===== src/rtl/ccff_pkg.sv =====
// Shared state encoding, widths and byte-sizing helper for the ccff_loader configuration-chain driver.
package ccff_pkg;

    localparam int BYTE_W    = 8;
    localparam int BIT_IDX_W = $clog2(BYTE_W + 1);

    typedef enum logic [1:0] {
        IDLE,
        LOAD,
        SHIFT,
        DONE
    } state_t;

    // Bits to serialize from the next byte: a full byte, or the chain's remaining tail.
    function automatic logic [BIT_IDX_W-1:0] min_bits(input int remaining);
        return (remaining >= BYTE_W) ? BIT_IDX_W'(BYTE_W) : BIT_IDX_W'(remaining);
    endfunction

endpackage


===== src/rtl/ccff_readback_packer.sv =====
// Packs the bits falling out of ccff_tail into bytes, MSB first, zero-padding the final partial byte.
module ccff_readback_packer
    import ccff_pkg::*;
(
    input  logic              prog_clk,
    input  logic              prog_reset,
    input  logic              shift,
    input  logic              last,
    input  logic              tail,
    output logic [BYTE_W-1:0] rb_data,
    output logic              rb_valid,
    output logic              rb_overflow
);

    logic [BYTE_W-1:0]    cap;
    logic [BIT_IDX_W-1:0] cnt;
    logic [BYTE_W-1:0]    cap_next;
    logic [BIT_IDX_W-1:0] cnt_next;

    assign cap_next = {cap[BYTE_W-2:0], tail};
    assign cnt_next = cnt + BIT_IDX_W'(1);

    // NOTE: the capture register is reset as well, so a reset mid-byte never leaks stale bits into rb_data.
    always_ff @(posedge prog_clk) begin
        if (prog_reset) begin
            cap      <= '0;
            cnt      <= '0;
            rb_data  <= '0;
            rb_valid <= 1'b0;
        end else begin
            rb_valid <= 1'b0;
            if (shift) begin
                if (cnt_next == BIT_IDX_W'(BYTE_W) || last) begin
                    rb_data  <= cap_next << (BIT_IDX_W'(BYTE_W) - cnt_next);
                    rb_valid <= 1'b1;
                    cap      <= '0;
                    cnt      <= '0;
                end else begin
                    cap <= cap_next;
                    cnt <= cnt_next;
                end
            end
        end
    end

    // rb_valid is a one-cycle pulse with no ready, so an unacknowledged byte can never be overrun.
    assign rb_overflow = 1'b0;

endmodule


===== src/rtl/ccff_loader.sv =====
// Byte-fed serializer driving ccff_head/ccff_shift of a CHAIN_LEN-bit configuration chain.
// Optional readback of ccff_tail into bytes is enabled by defining CCFF_READBACK_EN.
module ccff_loader
    import ccff_pkg::*;
#(
    parameter int CHAIN_LEN = 31,
    parameter int CNT_W     = $clog2(CHAIN_LEN + 1)
) (
    input  logic              prog_clk,
    input  logic              prog_reset,
    input  logic              start,
    input  logic [BYTE_W-1:0] byte_data,
    input  logic              byte_valid,
    output logic              byte_ready,
    output logic              ccff_head,
    output logic              ccff_shift,
    input  logic              ccff_tail,
    output logic              busy,
    output logic              done
`ifdef CCFF_READBACK_EN
    ,
    output logic [BYTE_W-1:0] rb_data,
    output logic              rb_valid,
    output logic              rb_overflow
`endif
);

    state_t               state;
    logic [BYTE_W-1:0]    shreg;
    logic [CNT_W-1:0]     bit_cnt;
    logic [BIT_IDX_W-1:0] bits_in_byte;
    logic                 byte_end;
    logic                 chain_end;

    assign byte_end  = (bits_in_byte == BIT_IDX_W'(1));
    assign chain_end = (bit_cnt == CNT_W'(CHAIN_LEN - 1));

    // NOTE: every register here is assigned with <= so all branches see the pre-edge values.
    always_ff @(posedge prog_clk) begin
        if (prog_reset) begin
            state        <= IDLE;
            shreg        <= '0;
            bit_cnt      <= '0;
            bits_in_byte <= '0;
            byte_ready   <= 1'b0;
            ccff_head    <= 1'b0;
            ccff_shift   <= 1'b0;
            busy         <= 1'b0;
            done         <= 1'b0;
        end else begin
            unique case (state)
                IDLE, DONE: begin
                    if (start) begin
                        state      <= LOAD;
                        bit_cnt    <= '0;
                        done       <= 1'b0;
                        busy       <= 1'b1;
                        byte_ready <= 1'b1;
                    end
                end
                LOAD: begin
                    if (byte_valid && byte_ready) begin
                        state        <= SHIFT;
                        shreg        <= byte_data;
                        ccff_head    <= byte_data[BYTE_W-1];
                        ccff_shift   <= 1'b1;
                        byte_ready   <= 1'b0;
                        bits_in_byte <= min_bits(CHAIN_LEN - int'(bit_cnt));
                    end
                end
                SHIFT: begin
                    shreg        <= shreg << 1;
                    bit_cnt      <= bit_cnt + CNT_W'(1);
                    bits_in_byte <= bits_in_byte - BIT_IDX_W'(1);
                    if (byte_end) begin
                        ccff_shift <= 1'b0;
                        ccff_head  <= 1'b0;
                        if (chain_end) begin
                            state <= DONE;
                            busy  <= 1'b0;
                            done  <= 1'b1;
                        end else begin
                            state      <= LOAD;
                            byte_ready <= 1'b1;
                        end
                    end else begin
                        ccff_head <= shreg[BYTE_W-2];
                    end
                end
                default: state <= IDLE;
            endcase
        end
    end

    assert property (@(posedge prog_clk) disable iff (prog_reset) bit_cnt <= CNT_W'(CHAIN_LEN));
    assert property (@(posedge prog_clk) disable iff (prog_reset) !(ccff_shift && byte_ready));

`ifdef CCFF_READBACK_EN
    logic last_bit;

    // The final chain bit closes the readback byte even when it is only partially filled.
    assign last_bit = ccff_shift && byte_end && chain_end;

    ccff_readback_packer u_packer (
        .prog_clk    (prog_clk),
        .prog_reset  (prog_reset),
        .shift       (ccff_shift),
        .last        (last_bit),
        .tail        (ccff_tail),
        .rb_data     (rb_data),
        .rb_valid    (rb_valid),
        .rb_overflow (rb_overflow)
    );
`else
    logic unused_tail;
    assign unused_tail = ccff_tail;
`endif

endmodule


===== config.mk =====
export PLATFORM = sky130hd
export DESIGN_NAME = ccff_loader
export DESIGN_NICKNAME = d
export VERILOG_FILES = /design/src/rtl/ccff_pkg.sv /design/src/rtl/ccff_readback_packer.sv /design/src/rtl/ccff_loader.sv
export SDC_FILE = /design/constraint.sdc
export NUM_CORES = 1
export LEC_CHECK = 0
export CAP_MARGIN = 20
export CORE_ASPECT_RATIO = 0.7
export CORE_MARGIN = 1
export CORE_UTILIZATION = 45
export DETAILED_ROUTE_END_ITERATION = 12
export GPL_ROUTABILITY_DRIVEN = 0
export PLACE_DENSITY = 0.68
export RECOVER_POWER = 25
export SYNTH_ARGS = -nofsm -noshare
export SYNTH_HDL_FRONTEND = slang
export SYNTH_SLANG_ARGS = --single-unit

===== constraint.sdc =====
create_clock -name prog_clk -period 2.7 [get_ports prog_clk]
set_input_delay 0.675 -clock prog_clk [delete_from_list [all_inputs] [get_ports prog_clk]]
set_output_delay 0.675 -clock prog_clk [all_outputs]
set_load 0.02 [all_outputs]

# After elaboration in Yosys (flattened, before gate mapping)
# Index checks and enable logic that the tools add are counted.
[classes] addsub=3 order_cmp=1 eq_ne=10 n_mux=30 n_reduce_logical=11
[ops] cell="$pmux W7 S2" count=1
[ops] cell="$mux W1" count=13
[ops] cell="$ne A2 B2 Y1 const B" count=5
[ops] cell="$pmux W5 S2" count=1
[ops] cell="$mux W2" count=4
[ops] cell="$mux W4" count=2
[ops] cell="$pmux W1 S2" count=4
[ops] cell="$pmux W4 S2" count=1
[ops] cell="$reduce_and A4 Y1" count=2
[ops] cell="$mux W7" count=1
[ops] cell="$ge A6 B5 Y1 const B" count=1
[ops] cell="$pmux W2 S3" count=1
[ops] cell="$reduce_and A3 Y1" count=2
[ops] cell="$sub A5 B5 Y6 const A" count=1
[ops] cell="$add A5 B1 Y5 const B" count=1
[ops] cell="$eq A5 B5 Y1 const B" count=1
[ops] cell="$mux W5" count=1
[ops] cell="$eq A2 B2 Y1 const B" count=2
[ops] cell="$eq A4 B1 Y1 const B" count=1
[ops] cell="$reduce_and A2 Y1" count=2
[ops] cell="$reduce_bool A2 Y1" count=2
[ops] cell="$sub A4 B1 Y4 const B" count=1
[ops] cell="$pmux W1 S3" count=1
[ops] cell="$eq A2 B1 Y1 const B" count=1
[ops] cell="other kinds (3)" count=3
[word_totals] reg_bits=23 in_bits=13 output_inout_bits=5

# Logic depth before layout (Yosys ltp)
# Gate-level depths: netlist of the first run.
[depth] word_depth=5 mapped_depth=8 depth_no_buf=6

# Worst setup path after synthesis of the first run
# No wires, ideal clock.
[synth_timing] kind="in2reg" start="in byte_valid" end="reg bits_in_byte[2]" arrival_ps=1556 setup_slack_ps=1013 cell_stages=6 n_path_buf=2 path_cell_list="and3_4 -> or2_1 -> buf_4 -> buf_6 -> a22oi_1 -> nor2_1"
[synth_between] elab_chain_len=3
[synth_rtl] item="start: declaration" line_no="ccff_loader.sv:13" source="input logic byte_valid,"
[synth_rtl] item="$logic_and A1 B1 Y1" line_no="ccff_loader.sv:62" source="if (byte_valid && byte_ready) begin"
[synth_rtl] item="$ne A2 B2 Y1 (no line)"
[synth_rtl] item="$reduce_and A2 Y1 (no line)"
[synth_rtl] item="end signal: assignment" line_no="ccff_loader.sv:68" source="bits_in_byte <= min_bits(CHAIN_LEN - int'(bit_cnt));"
[synth_rtl] item="end signal: assignment" line_no="ccff_loader.sv:74" source="bits_in_byte <= bits_in_byte - BIT_IDX_W'(1);"
[synth_rtl] item="end: declaration" line_no="ccff_loader.sv:31" source="logic [BIT_IDX_W-1:0] bits_in_byte;"
# No other way between the ends.
# A chain may end at the register's enable or synchronous reset.

# Worst setup path in the final report of the first run
[layout_timing] start="in byte_valid" end="reg ccff_head"
[layout_between] elab_chain_len=3
[layout_rtl] item="$logic_and A1 B1 Y1" line_no="ccff_loader.sv:62"
[layout_rtl] item="$ne A2 B2 Y1 (no line)"
[layout_rtl] item="$reduce_and A2 Y1 (no line)"
[layout_rtl] item="end signal: assignment" line_no="ccff_loader.sv:65" source="ccff_head <= byte_data[BYTE_W-1];"
[layout_rtl] item="end signal: assignment" line_no="ccff_loader.sv:87" source="ccff_head <= shreg[BYTE_W-2];"
[layout_rtl] item="end: declaration" line_no="ccff_loader.sv:15" source="output logic ccff_head,"
# No other way between the ends.

==> results of run 1 <==
## worst max-delay path by stage
stage | endpoint | slack [ps] | depth (start not counted)
floorplan | bits_in_byte[2] | 1010 | 6
global placement | ccff_head | 480 | 6
finish | ccff_head | 460 | 6
global route | ccff_head | 380 | 6
CTS | ccff_head | 700 | 6
detailed placement | ccff_head | 410 | 6
## sequential cells by signal, indices dropped and copies added, names as in the netlist
| name | count |
|---|---|
| shreg | 7 |
| bit_cnt | 5 |
| bits_in_byte | 4 |
| state | 2 |
| busy | 1 |
| byte_ready | 1 |
| ccff_head | 1 |
| ccff_shift | 1 |
| done | 1 |
## metal layers
| layer | vias to the layer above | wire length (um) | track usage, % |
|---|---|---|---|
| li1 | 517 | - | - |
| met1 | 475 | 1291 | 22.71 |
| met2 | 16 | 1036 | 28.13 |
| met3 | 4 | 78 | 5.000 |
| met4 | 0 | 36 | 8.889 |
| met5 | - | 0 | 0 |
## metrics by stage
stage	utilization (%)	instance area [um2]	total power, mW
global placement	56.25	1425	0.7451
global route	57.19	1449	1.009
detailed placement	56.25	1425	0.7605
finish	57.19	1449	0.9531
floorplan	-	1240	0.6748
CTS	58.07	1471	0.9755
## synthesized netlist by cell type, types with 2 or more instances
cell / n / area, um2
a211oi_2: 8 / 100.1
a21oi_1: 6 / 30.03
buf_2: 2 / 10.01
buf_4: 2 / 15.01
dfxtp_1: 23 / 460.4
ha_1: 7 / 87.58
inv_1: 8 / 30.03
mux2i_1: 6 / 60.06
nand2_1: 10 / 37.54
nand3_1: 4 / 20.02
nand4_1: 2 / 12.51
nor2_1: 21 / 78.83
nor2b_1: 2 / 12.51
nor3_1: 4 / 20.02
o21ai_0: 4 / 20.02
o22ai_1: 2 / 12.51
xor2_1: 3 / 26.28
## cells by family (layout without fill, tap and decap cells)
kind of cell / after synthesis / count (layout) / synth area share, %
compound gates: 32 / 32 / 22.91
xor+xnor: 3 / 3 / 2.119
fa+ha+maj: 7 / 7 / 7.063
buf+inv: 14 / 31 / 5.650
flops: 23 / 23 / 37.13
mux: 7 / 7 / 5.752
simple gates: 50 / 50 / 19.38
## cell type report
type                       instances  area (um2)
timing repair buffer              19       182.7
sequential                        23       460.4
tap                               34       42.54
clock buffer                       3       41.29
clock inverter                     1       5.005
inverter                           8       30.03
multi-input combinational         99       686.9
fill                             244        1085
## power by group through the flow
stage | Combinational, mW | Sequential [mW] | Clock (mW)
CTS | 0.339 | 0.415 | 0.222
global placement | 0.326 | 0.419 | 0
finish | 0.318 | 0.415 | 0.220
floorplan | 0.245 | 0.430 | 0
detailed placement | 0.338 | 0.422 | 0
global route | 0.351 | 0.420 | 0.237
## critical path, cell delays in order
cell           delay [ps]
dlygate4sd3_1         570
and3_1                250
or2_0                 330
buf_4                 290
nor2_1                 80
a311oi_2              240
## cells in the final DEF (no fill, tap or decap), types with 2 or more instances in the layout
| cell type | Yosys | final |
|---|---|---|
| dfxtp_1 | 23 | 23 |
| nor2_1 | 21 | 21 |
| clkdlybuf4s50_1 | 0 | 15 |
| nand2_1 | 10 | 10 |
| inv_1 | 8 | 8 |
| a211oi_2 | 8 | 8 |
| ha_1 | 7 | 7 |
| mux2i_1 | 6 | 6 |
| a21oi_1 | 6 | 6 |
| nand3_1 | 4 | 4 |
| o21ai_0 | 4 | 4 |
| nor3_1 | 4 | 4 |
| xor2_1 | 3 | 3 |
| clkbuf_8 | 0 | 3 |
| buf_4 | 2 | 3 |
| nor2b_1 | 2 | 2 |
| nand4_1 | 2 | 2 |
| o22ai_1 | 2 | 2 |
==> metrics.md, run 1 <==
| Metric | Value |
|---|---|
| Slew headroom | 60.06% |
| Combinational share of power | 33.3% |
| Mapped cell area | 1240 um2 |
| Critical-path maximum fanout | 14 |
| Seq/Total Area, Yosys | 37.13% |
| Hold Path Class | reg2reg |
| Total global routing overflow | 0 |
| Max cap viols | 0 |
| Final hold violation count | 0 |
| Post-synth EDFFs | 0 |
| Final period utilization | 82.95% |
| CTS resizes | 0 |
| Int Pwr | 0.6279 mW |
| Hold_buf cts | 0 |
| Worst-case reg-to-reg path depth | 7 |
| Net Sw Power | 0.3252 mW |
| Post-synthesis cell type count | 39 |
| Kind of critical path | in2reg |
| Static leakage | 0.4996 nW |
| CTS clk-pin slew, worst paths | 90 ps |
| Critical Path Start | byte_valid |
| Hold Path Depth | 2 |
| Fmax | 446.5 MHz |
| TritonCTS clock tree | done |
| Endpoints failing setup | 0 |
| DR vias | 1012 |
| Final Net Count | 174 |
| Post-CTS Setup Bufs | 0 |
| Ports | 18 |
| Die Span X | 64.74 um |
| Initial antenna violation count | 0 |
| Flop pwr share | 43.6% |
| Post-route insts no fill | 187 |
| Cells after Synth | 136 |
| Die Y | 45.92 um |
| Worst r2r dst | ccff_head |
| DR WL/cell | 13.06 um |
| CTS root buf | clkbuf_8 |
| Core ar. | 2534 um2 |
| Drc violations | 0 |
| First-pass GRT wire length | 3.933 mm |
| Top_reg_cell synth | dfxtp_1 |
| CP Launch Type | input pin |
| Via-to-Cell Ratio | 5.412 |
| Clock buffer depth | 2 |
| Post-route antenna net violation count | 0 |
| Worst Path Arrival | 2430 ps |
| Syn-to-layout area delta | 16.85% |
| Ys async rst share | 0% |
| DP Worst Slack | 411.9 ps |
| Final wirelength | 2.442 mm |
| H-tree depth | 1 |
| Share of cells above drive strength 1 | 12.42% |
| Clock sinks | 23 |
| Starting Density | 48.94% |
| Slew Limit Fails | 0 |
| Status | completed |
| Crit. End Element | register |
| GRT Total Usage | 17.85% |
| Worst-Margin Slew | 599.2 ps |
| Unrepaired setup endpoints after global routing | no |
| Seq cells post-synth | 23 |
| Row cnt | 15 |
| Crit path required time | 2890 ps |
| Vias in the first global route | 911 |
| Net Count, Synth | 156 |
| First DRT Iteration DRCs | 23 |
| Sum Neg Setup Slack | 0 ps |
| R2r setup slk | 740 ps |
| Clock skew | 4.880 ps |
| Clock Latency Late Sink | 270 ps |
| Largest net degree at the start of global routing | 23 |
| Minimum clock period | 2240 ps |
| Max VDD drop | 0.3886 mV |
| Die area | 2973 um2 |
| Total CTS buffers | 3 |
| 1st-pass router iterations | 4 |
| Avg Synthesized Cell Area | 9.117 um2 |
| Min-Delay Startpoint | shreg[0] |
| Reg2reg start | state[1] |
| Diodes inserted | 0 |
| Clk pwr share | 23.1% |
| Placed Cells | 183 |
| Sw frac | 34.12% |
| Post-route setup slack | 460.4 ps |
| Hpwl dp | 1.804 mm |
| Final hold slack | 466.2 ps |
| IO buf count | 16 |
| Yosys warns | 0 |
| Pwr dens | 657.8 nW/um2 |
| Hold EP | shreg[0] |
(Power assumes the default switching activity.)
==> run 2, diff against run 1 <==
--- a/config.mk
+++ b/config.mk
@@ -11,7 +11,7 @@
 export CORE_UTILIZATION = 45
 export DETAILED_ROUTE_END_ITERATION = 12
 export GPL_ROUTABILITY_DRIVEN = 0
-export PLACE_DENSITY = 0.68
+export PLACE_DENSITY = 0.71
 export RECOVER_POWER = 25
 export SYNTH_ARGS = -nofsm -noshare
 export SYNTH_HDL_FRONTEND = slang
==> constraint.sdc (replaced) <==
create_clock -name prog_clk -period 2 [get_ports prog_clk]
set_input_delay 0.5 -clock prog_clk [delete_from_list [all_inputs] [get_ports prog_clk]]
set_output_delay 0.5 -clock prog_clk [all_outputs]
set_load 0.02 [all_outputs]
==> run 2 against run 1 <==
  * Largest power group unchanged
  * Non-clock buffer count grew 4
  * Routed wire length is 10% higher
  * Core utilization up 1.7 points
  * Register-to-register slack got worse by 490 ps
  * Combinational power increased by 49%
  * Die area did not move
  * Cell area is 2.9% higher
  * Clock power increased by 35%
==> metrics.md, run 2 (synthesized netlist as in run 1, its figures left out) <==
| Metric | Value |
|---|---|
| Status | completed |
| Int Pwr | 0.8756 mW (+39%) |
| CP max stage cell | clkdlybuf4s50_1 |
| Unrepaired setup endpoints after global routing | no |
| Final wirelength | 2.695 mm (+10%) |
| Post-route setup slack | 243.8 ps (-216.5 ps) |
| DP Worst Slack | 18.73 ps (-393.2 ps) |
| Largest net degree at the start of global routing | 15 (-35%) |
| Endpoints failing setup | 0 (unchanged) |
| CTS resizes | 0 (unchanged) |
| Combinational share of power | 35.7% (+2.4 points) |
| Vias in the first global route | 937 (+2.9%) |
| Die Y | 45.92 um (unchanged) |
| Final period utilization | 87.81% |
| Minimum clock period | 1756 ps |
| GRT Total Usage | 20.27% (+2.4 points) |
| Max VDD drop | 0.5888 mV (+52%) |
| Worst-Margin Slew | 349.5 ps (-249.7 ps) |
| Final Net Count | 178 (+2.3%) |
| Kind of critical path | reg2out |
| Critical-path cell list | clkdlybuf4s50_1 |
| CTS root buf | clkbuf_8 |
| CP Launch Type | register |
| CTS clk-pin slew, worst paths | 80 ps (about the same) |
| Diodes inserted | 0 (unchanged) |
| Hpwl dp | 2.100 mm (+16%) |
| Total CTS buffers | 3 (unchanged) |
| Hold Path Class | reg2reg |
| Share of cells above drive strength 1 | 14.01% (+1.6 points) |
| Drc violations | 0 (unchanged) |
| Die Span X | 64.74 um (unchanged) |
| Clk pwr share | 22.3% (-0.8 points) |
| DR WL/cell | 14.11 um (+8.0%) |
| CP delay by family, top | buffers and inverters |
| Fmax | 569.4 MHz |
| 1st-pass router iterations | 4 (unchanged) |
| First DRT Iteration DRCs | 61 (+170%) |
| Final hold violation count | 0 (unchanged) |
| Sw frac | 34.23% (+0.11 points) |
| Net Sw Power | 0.4556 mW (+40%) |
| Largest reg by FF count | shreg |
| First-pass GRT wire length | 4.347 mm (+11%) |
| Post-CTS Setup Bufs | 0 (unchanged) |
| Ports | 18 (unchanged) |
| H-tree depth | 1 (unchanged) |
| Crit path largest cell delay | 620 ps (+50 ps) |
| Row cnt | 15 (unchanged) |
| Max cap viols | 0 (unchanged) |
| Via-to-Cell Ratio | 5.476 (+1.2%) |
| Slew headroom | 76.65% (+17 points) |
| Biggest regs | shreg (7), bit_cnt (5), bits_in_byte (4) |
| Max reg flops | 7 (unchanged) |
| Hold_buf cts | 0 (unchanged) |
| Clock buffer depth | 2 (unchanged) |
| Post-route antenna net violation count | 0 (unchanged) |
| Static leakage | 0.5225 nW (+4.6%) |
| IO buf count | 16 (unchanged) |
| Worst Path Arrival | 1260 ps (-1170 ps) |
| Clock sinks | 23 (unchanged) |
| Total global routing overflow | 0 (unchanged) |
| Most frequent cells in the layout | dfxtp_1 (23), nor2_1 (21), clkdlybuf4s50_1 (16), nand2_1 (10) |
| TritonCTS clock tree | done |
| Crit path required time | 1500 ps (-1390 ps) |
| Clock Latency Late Sink | 270 ps (about the same) |
| Crit. End Element | output pin |
| Sum Neg Setup Slack | 0 ps (unchanged) |
| Critical path buffers and inverters | 1 (-1) |
| Syn-to-layout area delta | 20.28% |
| Initial antenna violation count | 0 (unchanged) |
| Critical-path maximum fanout | 4 (-10) |
| Core ar. | 2534 um2 (unchanged) |
| DR vias | 1046 (+3.4%) |
| Flop pwr share | 42.0% (-1.6 points) |
| Pwr dens | 892.6 nW/um2 (+36%) |
| Slew Limit Fails | 0 (unchanged) |
| Starting Density | 48.94% (unchanged) |
| Commonest non-fill, non-tap cell in the layout | dfxtp_1 |
| Clock skew | 4.161 ps (-0.7195 ps) |
| Die area | 2973 um2 (unchanged) |
[run 2: cell types whose count changed in the layout (fill, tap and decap cells not counted)]
cell / delta
clkinv_2: -1
or2_0: -1
dlygate4sd3_1: -1
a221oi_4: +1
a221oi_1: -1
a21oi_1: +1
clkbuf_1: +1
a21oi_2: -1
buf_4: +4
or2_1: +1
clkdlybuf4s50_1: +1
[run 2: worst paths after layout]
path               from          to  slack [ps]  cells past startpoint
max          byte_ready  byte_ready         240                      1
min            shreg[0]    shreg[0]         460                      2
max reg2reg    state[0]  byte_ready         250                      6
min reg2reg    shreg[0]    shreg[0]         460                      2
[run 2: power groups by stage]
stage	Sequential, mW	Clock (mW)	Combinational, mW
floorplan	0.581	0	0.330
global placement	0.566	0	0.457
detailed placement	0.570	0	0.480
CTS	0.559	0.302	0.483
global route	0.566	0.320	0.525
finish	0.559	0.297	0.475
[run 2: metrics by stage]
step | std cells | power, mW | instance area, um2 | hold slack (ps) | util (%)
after floorplan | 136 | 0.9110 | 1240 | 431.6 | -
after global placement | 187 | 1.023 | 1455 | 445.7 | 57.43
after detailed placement | 187 | 1.050 | 1455 | 451.2 | 57.43
after CTS | 191 | 1.344 | 1500 | 465.2 | 59.21
after global routing | 191 | 1.410 | 1491 | 499.4 | 58.86
final | 191 | 1.331 | 1491 | 458.8 | 58.86
[run 2: layer usage]
layer / vias up / share of wire, % / track usage, % / routed length (um)
met4: 0 / 1.0 / 4.889 / 27
met1: 488 / 51 / 27.20 / 1365
li1: 526 / - / - / -
met5: - / 0 / 0 / 0
met2: 25 / 44 / 31.67 / 1177
met3: 7 / 4.6 / 6.500 / 124
[run 2: layout make-up]
| type | count | area, um2 |
|---|---|---|
| inverter | 8 | 30.03 |
| multi-input combinational | 99 | 700.7 |
| sequential | 23 | 460.4 |
| tap | 34 | 42.54 |
| timing repair buffer | 23 | 212.7 |
| clock buffer | 4 | 45.04 |
| fill | 230 | 1042 |
